$ cat config.mk
export PLATFORM = sky130hd
export DESIGN_NAME = fifo_rd_packer
export DESIGN_NICKNAME = d
export VERILOG_FILES = /design/src/rtl/fifo_rd_packer.sv
export SDC_FILE = /design/constraint.sdc
export NUM_CORES = 1
export LEC_CHECK = 0
export CORE_MARGIN = 3
export CORE_UTILIZATION = 47
export DETAILED_ROUTE_END_ITERATION = 10
export GPL_TIMING_DRIVEN = 0
export PLACE_DENSITY = 0.75
export SLEW_MARGIN = 0
export SYNTH_ARGS = -nofsm -noshare
export SYNTH_HDL_FRONTEND = slang
export SYNTH_HIERARCHICAL = 1
export SYNTH_SLANG_ARGS = --single-unit
$ cat constraint.sdc
create_clock -name rd_clk -period 1.8 [get_ports rd_clk]
set_input_delay 0.18 -clock rd_clk [delete_from_list [all_inputs] [get_ports rd_clk]]
set_output_delay 0.18 -clock rd_clk [all_outputs]
set_load 0.005 [all_outputs]
$ cat src/rtl/fifo_rd_packer.sv
// Read-side drain of the async FIFO: pops one word every 3 cycles and packs PACK words into one beat.
// Optional macro RD_PACK_TIMEOUT_EN flushes a partial beat after TIMEOUT idle cycles.

module fifo_rd_packer_lane #(
  parameter int WIDTH = 8
) (
  input  logic             i_clk,
  input  logic             i_rst,
  input  logic             i_wr,
  input  logic             i_clr,
  input  logic [WIDTH-1:0] i_d,
  output logic [WIDTH-1:0] o_q
);
  always_ff @(posedge i_clk or posedge i_rst) begin
    if (i_rst)      o_q <= '0;
    else if (i_clr) o_q <= '0;
    else if (i_wr)  o_q <= i_d;
  end
endmodule

module fifo_rd_packer #(
  parameter int WIDTH   = 8,
  parameter int PACK    = 4,
  parameter int TIMEOUT = 16
) (
  input  logic                       rd_clk,
  input  logic                       res,
  input  logic                       empty,
  input  logic [WIDTH-1:0]           rdata,
  output logic                       rd_en,
  input  logic                       flush,
  output logic [WIDTH*PACK-1:0]      out_data,
  output logic [$clog2(PACK+1)-1:0]  out_cnt,
  output logic                       out_valid,
  input  logic                       out_ready,
  output logic [15:0]                word_cnt
);
  localparam int CW = $clog2(PACK+1);

  typedef enum logic [1:0] {S_IDLE, S_POP, S_CAPT, S_SEND} state_t;

  state_t                       r_state;
  logic [CW-1:0]                r_lane;
  logic [PACK-1:0][WIDTH-1:0]   w_buf;
  logic [PACK-1:0]              w_lane_wr;
  logic                         w_clr;
  logic                         w_tmo;
  logic                         w_go_send;

  // Buffer is cleared on handshake so unfilled lanes of the next beat read as zero.
  assign w_clr = (r_state == S_SEND) && out_ready;

  genvar g;
  generate
    for (g = 0; g < PACK; g++) begin : g_lane
      assign w_lane_wr[g] = (r_state == S_CAPT) && (r_lane == CW'(g));
      fifo_rd_packer_lane #(.WIDTH(WIDTH)) u_lane (
        .i_clk (rd_clk),
        .i_rst (res),
        .i_wr  (w_lane_wr[g]),
        .i_clr (w_clr),
        .i_d   (rdata),
        .o_q   (w_buf[g])
      );
    end
  endgenerate

`ifdef RD_PACK_TIMEOUT_EN
  localparam int TW = $clog2(TIMEOUT+1);
  logic [TW-1:0] r_idle;
  assign w_tmo = (r_lane != '0) && empty && (int'(r_idle) == TIMEOUT-1);
`else
  assign w_tmo = 1'b0;
`endif

  assign w_go_send = (r_lane == CW'(PACK)) || (flush && (r_lane != '0)) || w_tmo;

  always_ff @(posedge rd_clk or posedge res) begin
    if (res) begin
      r_state   <= S_IDLE;
      r_lane    <= '0;
      rd_en     <= 1'b0;
      out_valid <= 1'b0;
      out_data  <= '0;
      out_cnt   <= '0;
      word_cnt  <= '0;
`ifdef RD_PACK_TIMEOUT_EN
      r_idle    <= '0;
`endif
    end else begin
      case (r_state)
        S_IDLE: begin
          if (w_go_send) begin
            r_state   <= S_SEND;
            out_valid <= 1'b1;
            out_data  <= w_buf;
            out_cnt   <= r_lane;
`ifdef RD_PACK_TIMEOUT_EN
            r_idle    <= '0;
`endif
          end else if (!empty) begin
            r_state <= S_POP;
            rd_en   <= 1'b1;
`ifdef RD_PACK_TIMEOUT_EN
            r_idle  <= '0;
`endif
          end
`ifdef RD_PACK_TIMEOUT_EN
          else if (r_lane != '0) begin
            r_idle <= r_idle + 1'b1;
          end
`endif
        end
        S_POP: begin
          rd_en   <= 1'b0;
          r_state <= S_CAPT;
        end
        // rdata is valid this cycle, one edge after the FIFO sampled rd_en.
        S_CAPT: begin
          r_lane   <= r_lane + 1'b1;
          word_cnt <= word_cnt + 16'd1;
          r_state  <= S_IDLE;
        end
        S_SEND: begin
          if (out_ready) begin
            out_valid <= 1'b0;
            r_lane    <= '0;
            r_state   <= S_IDLE;
          end
        end
        default: r_state <= S_IDLE;
      endcase
    end
  end
endmodule
# ---- Yosys cells after proc, flatten, opt, wreduce, memory -nomap -nowiden
# Cells that the tools add are included.
dict set report totals {
  regBits 90
  out_inout_bits 53
  elab_cells 67
}
dict set report classes {
  addsub 2
  eq_ne 12
  n_mux 20
  reduce_logical 22
}
# cell n
set ops {}
lappend ops {{$mux 8} 8}
lappend ops {{$add 16x1->16 const B} 1}
lappend ops {{$reduce_bool 2->1} 7}
lappend ops {{$ne 2x2->1 const B} 4}
lappend ops {{$pmux 2 s4} 1}
lappend ops {{$eq 3x2->1 const B} 2}
lappend ops {{$logic_and 1x1->1} 6}
lappend ops {{$mux 2} 3}
lappend ops {{$pmux 3 s2} 1}
lappend ops {{$reduce_and 2->1} 3}
lappend ops {{$reduce_and 3->1} 2}
lappend ops {{$eq 2x2->1 const B} 2}
lappend ops {{$mux 1} 4}
lappend ops {{$pmux 1 s2} 2}
lappend ops {{$add 3x1->3 const B} 1}
lappend ops {{$eq 3x1->1 const B} 1}
lappend ops {{$eq 3x3->1 const B} 1}
lappend ops {{$logic_not 3->1} 1}
lappend ops {{$mux 3} 1}
lappend ops {{$ne 3x3->1 const B} 1}
lappend ops {{$reduce_bool 3->1} 1}
lappend ops {{$eq 2x1->1 const B} 1}
lappend ops {{$logic_not 2->1} 1}
lappend ops {{$logic_or 1x1->1} 1}

# ---- Longest topological paths before layout
# Gate-level depths: netlist of the first run.
dict set report logic_depth {
  depth_word 5
  mapped_depth 8
}

# ---- Modules after synthesis
# The synthesis of the first run kept the hierarchy.
# mod instances cells_each area_per_inst_um2
set by_module_without_submodules {}
lappend by_module_without_submodules {fifo_rd_packer 1 178 2389.8}
lappend by_module_without_submodules {fifo_rd_packer_lane 4 27 329.1}

# ---- Worst setup path after synthesis of the first run
# OpenSTA, ideal clock, no wires.
dict set report synth_timing {
  kind {register -> register}
  startpoint {register r_lane[0]}
  endpoint {register out_data[1]}
  t_arrival_ns 1.712
  path_slack_ns -0.037
  path_stages_with_launch 8
  n_path_buf 2
  period_less_slack_ns 1.837
  cell_sequence {dfrtp_1 inv_1 ha_1 mux2i_1 or3_4 buf_6 buf_6 mux2_4}
}
dict set report synth_between {
  elab_chain_len 4
  word_cells_on_any_way 5
  classes_between {eq/ne: 1; reduce/logical: 4}
}
# element line
set synth_lines {}
lappend synth_lines {{start: declaration} 43} ;# logic [CW-1:0] r_lane;
lappend synth_lines {{start signal: assignment} 120} ;# r_lane <= r_lane + 1'b1;
lappend synth_lines {{$reduce_bool 3->1} 76} ;# assign w_go_send = (r_lane == CW'(PACK)) || (flush && (r_lane != '0)) || w_tmo;
lappend synth_lines {{$logic_and 1x1->1} 76}
lappend synth_lines {{$logic_or 1x1->1 (*)} 76}
lappend synth_lines {{$reduce_and 2->1 (no line) (*)} --}
lappend synth_lines {{end signal: assignment} 96} ;# out_data <= w_buf;
lappend synth_lines {{end: declaration} 32} ;# output logic [WIDTH*PACK-1:0] out_data,
# Mark *: on every way between the ends. The rest lies on a longest branch, timed or not.
# A chain may end at the register's enable or synchronous reset.

# ---- Final worst setup path of the first run
dict set report layout_timing {
  startpoint {register r_lane[0]}
  endpoint {register out_data[31]}
}
# Same word-level chain as after synthesis.

==> impl_metrics.ini, run 1 <==
[outcome]
run_status = finished with violations
failed_checks = negative setup slack

[sta]
finalMaxSlewViolations = 0
hold_slack_ns = 0.267
report.final.setup_viol = 6
post-route-min-period_ns = 1.82
maximum_frequency_from_static_timing_analysis_mhz = 549
worst_slew_margin_rel_pct = 57.5
measured_slew_at_the_worst_slew_check_pin_ns = 0.631
finalClockSkew_ns = 0.0111
final_critical_path_setup_slack_ns = -0.0209
finalHoldViolCount = 0
rsz0062_at_grt = true
layout_worst_path_cycle_share_pct = 101

[floorplanning]
starting_density_pct = 49.8
die_height_um = 94.8
rows = 31
die_width_um = 94.8
die_area_mm2 = 0.00899
core_area_mm2 = 0.00745
pin_count = 66

[synth]
synth_top_cells_by_count = sky130_fd_sc_hd__dfrtp_1 (90), sky130_fd_sc_hd__nor2_1 (37), sky130_fd_sc_hd__mux2i_1 (33)
netlist_top_cells_area = sky130_fd_sc_hd__dfrtp_1 (61%), sky130_fd_sc_hd__mux2i_1 (8.9%), sky130_fd_sc_hd__mux2_2 (8.8%)
synth.yosys.warnings = 6
synthFlopType = sky130_fd_sc_hd__dfrtp_1
yosysSeqAreaShare_pct = 60.8
synth_cells = 286
syn_area_mm2 = 0.00371
net_count_of_the_mapped_netlist = 305
synth_most_common_cell = sky130_fd_sc_hd__dfrtp_1
ys_types = 27
synth_top_area_cell = sky130_fd_sc_hd__dfrtp_1
synth-edff-count = 0
postSynth.asyncResetShare_pct = 100
ys_ff_latch = 90
proportion_of_netlist_area_held_by_the_largest_area_contributor_pct = 60.8
avgSynthCellArea_um2 = 13.0

[global_routing]
pin_count_of_the_biggest_net_entering_global_routing = 38
global_route.overflow_total = 0
grt_antenna_before_repair = 0
first_global_vias = 2477
grt_pass1_wl_um = 12500
gr-usage-all-layers_pct = 18.5

[clock_network]
cts-root-to-sink-buffers = 2
cts_inserted_buffers = 9
htree_num_levels = 3
clock_sinks = 90
clkSlewWorstSetupHoldPaths_ns = 0.09
cts.hold.buffers_added = 0
clock_insertion_delay_worst_skew_ns = 0.34
tritoncts = done
clock-root-buffer = sky130_fd_sc_hd__clkbuf_8

[detailed_routing]
finalWirelength_um = 7600
avgViaCountPerCell = 5.03
routed-via-count = 2392
drt-initial-drc-count = 133
drt_drc_violations_left = 0
drt-pass1-iter-count = 4
avgRoutedWirePerCell_um = 16.0
ant_nets = 0

[final_layout]
nFillCells = 584
syn_to_final_growth_pct = 31.2
finalNetCount = 391
share_of_cells_above_drive_strength_1_pct = 20.2
sequential_cell_area_mm2 = 0.00225
insertedDiodeCount = 0
multiInputGateArea_mm2 = 0.00134

[critical_path]
cp_data_required_time_ns = 2.02
cpMostUsedCell = sky130_fd_sc_hd__buf_8
crit_path_max_fanout = 8
start_kind = flip-flop
worst_ep_arrival_ns = 2.04
critical-path-slowest-cell = sky130_fd_sc_hd__dfrtp_1
critPathMaxStageDelay_ns = 0.37
critPathBufInv = 3
setup.worst_path.end_class = flip-flop
cells_traversed_along_the_worst_timing_path = inv_2 > ha_4 > mux2i_4 > or3_4 > buf_8 > buf_8 > mux2_4
start_to_end_type_of_the_worst_setup_path = reg2reg
cell_family_contributing_the_most_delay_on_the_critical_path = multiplexers
timing.reg2reg.setup_slack_ns = -0.02

[hold_path]
type_of_the_worst_min_delay_path = in2async

[power]
finalPower_uw = 7710
worst_ir_drop_vdd_mv = 0.708
leakage_uw = 0.00228
power.density_cell_area_mw_per_mm2 = 1590

[place]
place.gp.congestion = 0.767
pre_cts_slack_ns = -0.111
dp_hpwl_um = 5300
io_buffer_count = 65

[job]
drv.max_cap_violation_count = 0
[layout by cell type (no fill, tap or decap), types with 2 or more instances in the layout]
master,n
sky130_fd_sc_hd__dfrtp_1,90
sky130_fd_sc_hd__clkdlybuf4s50_1,65
sky130_fd_sc_hd__nor2_1,36
sky130_fd_sc_hd__mux2i_1,32
sky130_fd_sc_hd__mux2_2,29
sky130_fd_sc_hd__nand2_1,16
sky130_fd_sc_hd__xnor2_1,10
sky130_fd_sc_hd__clkbuf_8,9
sky130_fd_sc_hd__inv_1,8
sky130_fd_sc_hd__and3_1,8
sky130_fd_sc_hd__buf_4,8
sky130_fd_sc_hd__o21ai_0,6
sky130_fd_sc_hd__xor2_1,5
sky130_fd_sc_hd__ha_1,5
sky130_fd_sc_hd__nand3_1,4
sky130_fd_sc_hd__buf_1,4
sky130_fd_sc_hd__buf_6,4
sky130_fd_sc_hd__buf_2,3
sky130_fd_sc_hd__mux2_4,3
sky130_fd_sc_hd__a21oi_1,3
sky130_fd_sc_hd__inv_2,3
sky130_fd_sc_hd__inv_6,3
sky130_fd_sc_hd__bufinv_16,3
sky130_fd_sc_hd__buf_8,2
sky130_fd_sc_hd__nand4_1,2
sky130_fd_sc_hd__buf_12,2
[through the flow]
step	TNS, ns	instances	area [um^2]	util (%)
2_1_floorplan	0	286	3720	-
3_3_place_gp	-64.86	450	4500	60.4
3_5_place_dp	-2.10	451	4520	60.7
4_1_cts	-0.0148	474	4840	65.0
5_1_grt	-1.00	476	4860	65.3
6_report	-0.0474	476	4860	65.3
[what timing repair did]
action,CTS,global route
gates resized for setup,4,2
endpoints found under the setup margin,25,57
setup buffers,7,2
[sequential cells by signal, summed over array words and instances, names as in the netlist]
name               count
r_lane                 3
out_data              32
g_lane.u_lane/o_q     32
out_valid              1
r_state                2
rd_en                  1
word_cnt              16
out_cnt                3
[per-layer routing]
metal | global-route usage (%) | wire, um | up-vias
met5 | 0 | 0 | -
met1 | 26.2 | 3490 | 1214
li1 | - | - | 1127
met4 | 5.05 | 53 | 0
met3 | 4.22 | 278 | 4
met2 | 28.9 | 3780 | 47
[logic make-up (layout without fill, tap and decap cells)]
logic type | Yosys count | in the layout | synth area share, %
and+or+nand+nor | 73 | 73 | 8.98
DFF | 90 | 90 | 60.8
xor gates and xnor gates | 15 | 15 | 3.54
AOI/OAI and AO/OA | 13 | 13 | 1.99
buffers and inverters | 24 | 115 | 3.75
adders and majority gates | 6 | 6 | 2.03
muxes | 65 | 65 | 18.9
[area by class of cell]
type                       instances  share of cell area [%]
inverter                          11                   0.849
timing repair buffer              75                    15.4
buffer                            13                    2.16
clock buffer                       9                    2.55
tap                               99                    2.55
clock inverter                     7                    2.50
multi-input combinational        172                    27.6
sequential                        90                    46.3
[final timing paths]
kind,startpoint,end,cells past startpoint
min in group rd_clk,word_cnt[15],word_cnt[15],1
worst max register to register,r_lane[0],out_data[31],7
max in group asynchronous,res,out_data[12],3
worst max-delay path,r_lane[0],out_data[31],7
worst min register to register,word_cnt[15],word_cnt[15],1
worst min-delay path,res,g_lane[1].u_lane/o_q[5],2
[where the power goes]
part           leakage, uW  switching (uW)  internal, uW
registers          0.00119             486          2770
clock network     0.000125             721           936
logic             0.000961            1130          1670
No activity file was read; power rests on OpenSTA's default activity.
==> run 2: changes to the inputs <==
--- a/config.mk
+++ b/config.mk
@@ -8,6 +8,7 @@
 export CORE_MARGIN = 3
 export CORE_UTILIZATION = 47
 export DETAILED_ROUTE_END_ITERATION = 10
+export GPL_ROUTABILITY_DRIVEN = 1
 export GPL_TIMING_DRIVEN = 0
 export PLACE_DENSITY = 0.75
 export SLEW_MARGIN = 0
==> results of run 2 <==
Same layout as run 1: the final DEF is identical, and so are final timing and power.
==> run 3: changes to the inputs <==
--- a/config.mk
+++ b/config.mk
@@ -11,6 +11,7 @@
 export GPL_ROUTABILITY_DRIVEN = 1
 export GPL_TIMING_DRIVEN = 0
 export PLACE_DENSITY = 0.75
+export SETUP_SLACK_MARGIN = 0.3
 export SLEW_MARGIN = 0
 export SYNTH_ARGS = -nofsm -noshare
 export SYNTH_HDL_FRONTEND = slang
==> constraint.sdc (replaced) <==
create_clock -name rd_clk -period 1.8 [get_ports rd_clk]
set_input_delay 0.45 -clock rd_clk [delete_from_list [all_inputs] [get_ports rd_clk]]
set_output_delay 0.45 -clock rd_clk [all_outputs]
set_load 0.005 [all_outputs]
==> impl_metrics.ini, run 3 (synthesis gave the netlist of run 1 again) <==
[floorplanning]
die_height_um = 94.8
starting_density_pct = 49.8
pin_count = 66
core_area_mm2 = 0.00745
die_area_mm2 = 0.00899
rows = 31
die_width_um = 94.8

[critical_path]
start_kind = flip-flop
cpMostUsedCell = sky130_fd_sc_hd__buf_8
worst_ep_arrival_ns = 2.13
cp_data_required_time_ns = 2.04
cells_traversed_along_the_worst_timing_path = inv_2 > ha_4 > mux2i_4 > or3_4 > buf_8 > buf_8 > mux2_4
critPathLaunch = r_lane[0]
crit_path_max_fanout = 5
critPathMaxStageDelay_ns = 0.39
critical-path-slowest-cell = sky130_fd_sc_hd__dfrtp_1
setup.worst_path.end_class = flip-flop
r2r-start = r_lane[0]
start_to_end_type_of_the_worst_setup_path = reg2reg

[job]
drv.max_cap_violation_count = 0

[power]
switching_power_uw = 2520
p_clk_share_pct = 19.4
power.share.switching_pct = 31.6
leakage_uw = 0.00261
worst_ir_drop_vdd_mv = 0.678
seq_power_share_pct = 40.4
power.combinational.fraction_pct = 40.2
power.density_cell_area_mw_per_mm2 = 1530
power_report.internal_total_uw = 5450

[detailed_routing]
finalWirelength_um = 8300
drt_drc_violations_left = 0
drt-initial-drc-count = 109
drt-pass1-iter-count = 4
routed-via-count = 2566
avgViaCountPerCell = 5.03
ant_nets = 0
avgRoutedWirePerCell_um = 16.3

[sta]
final_critical_path_setup_slack_ns = -0.0862
finalMaxSlewViolations = 0
finalHoldViolCount = 0
finalClockSkew_ns = 0.0133
worst_slew_margin_rel_pct = 54.6
measured_slew_at_the_worst_slew_check_pin_ns = 0.680
layout_worst_path_cycle_share_pct = 105
post-route-min-period_ns = 1.89
maximum_frequency_from_static_timing_analysis_mhz = 530
fin_tns_setup_ns = -1.69
hold_slack_ns = 0.502
report.final.setup_viol = 35
rsz0062_at_grt = true

[global_routing]
global_route.overflow_total = 0
first_global_vias = 2536
gr-usage-all-layers_pct = 19.4
grt_antenna_before_repair = 0
pin_count_of_the_biggest_net_entering_global_routing = 30
grt_pass1_wl_um = 13000

[hold_path]
type_of_the_worst_min_delay_path = reg2reg
startpoint_of_the_worst_hold_path = out_data[3]

[final_layout]
layout_commonest_cell = sky130_fd_sc_hd__dfrtp_1
syn_to_final_growth_pct = 40.8
instances_no_fill = 510
layout_top_registers = g_lane.u_lane/o_q: 32 flops, out_data: 32 flops, word_cnt: 16 flops
finalNetCount = 425
insertedDiodeCount = 0
share_of_cells_above_drive_strength_1_pct = 31.1
layout.cells.most_common_list = sky130_fd_sc_hd__dfrtp_1 (88), sky130_fd_sc_hd__buf_4 (35), sky130_fd_sc_hd__nor2_1 (34)

[clock_network]
tritoncts = done
cts-root-to-sink-buffers = 2
clock-root-buffer = sky130_fd_sc_hd__clkbuf_8
cts.hold.buffers_added = 0
cts_inserted_buffers = 9
clock_insertion_delay_worst_skew_ns = 0.36
htree_num_levels = 3
clock_sinks = 90
clkSlewWorstSetupHoldPaths_ns = 0.09

[place]
pre_cts_slack_ns = -0.327
place.gp.congestion = 0.766
dp_hpwl_um = 5200
dp_cells = 450
io_buffer_count = 65

[outcome]
failed_checks = negative setup slack
run_status = finished with violations
run 3: changes by cell type in the layout (fill, tap and decap cells not counted), moves of 3 or more:
cell and change:
sky130_fd_sc_hd__buf_4 +27, sky130_fd_sc_hd__buf_2 -3, sky130_fd_sc_hd__buf_6 +4, sky130_fd_sc_hd__nand2_1 -3
sky130_fd_sc_hd__ha_1 -3, sky130_fd_sc_hd__o21ai_0 -4, sky130_fd_sc_hd__nand2_2 +3, sky130_fd_sc_hd__clkdlybuf4s50_1 -53
sky130_fd_sc_hd__dlygate4sd2_1 +27, sky130_fd_sc_hd__o21ai_2 +3, sky130_fd_sc_hd__clkdlybuf4s15_1 +26
run 3: layout make-up:
class                      instances  area [um^2]
tap                               99          124
multi-input combinational        172         1440
clock buffer                      10          138
fill                             525         2230
buffer                            13          124
clock inverter                     6         87.6
timing repair inverter             1         7.51
sequential                        90         2250
timing repair buffer             108         1000
inverter                          11         45.0
run 3: repair_timing:
action                     in CTS  in global routing
setup buffers                  26                 16
setup endpoints to repair     179                109
gates resized for setup        64                 62
pin swaps                       1                 15
cloned                          1                  1
run 3: power groups by stage:
stage	logic (uW)	registers, uW	clock network, uW
after detailed placement	2590	3290	0
final	3200	3220	1550
after global placement	2510	3270	0
after global routing	3500	3310	1670
after CTS	2720	3190	1570
after floorplan	1480	3200	0
run 3: per-stage QoR:
step           area [um^2]  utilization, %  total power (uW)
2_1_floorplan         3730               -              4680
3_3_place_gp          4500            60.4              5780
3_5_place_dp          4500            60.4              5880
4_1_cts               4910            65.9              7480
5_1_grt               5220            70.1              8480
6_report              5220            70.1              7970
run 3: path summary, 6_finish.rpt:
check	to	slack [ns]	cells after the start
max	out_data[1]	-0.09	7
min	out_data[3]	0.50	1
max reg2reg	out_data[1]	-0.09	7
min reg2reg	out_data[3]	0.50	1
max in group asynchronous	r_state[0]	0.64	2
min in group asynchronous	g_lane[0].u_lane/o_q[5]	0.59	2
run 3: critical path: cells and delay by family (launching register included):
kind	cells	cell delay, ns
mux	2	0.47
flops	1	0.39
simple gates	1	0.38
buf+inv	3	0.34
fa+ha+maj	1	0.17
run 3: per-layer routing:
metal / up-vias / wire (um) / global-route usage, %
met5: - / 0 / 0
met4: 0 / 121 / 7.21
met3: 8 / 379 / 4.06
met2: 67 / 4170 / 30.2
met1: 1293 / 3630 / 26.8
li1: 1198 / - / -
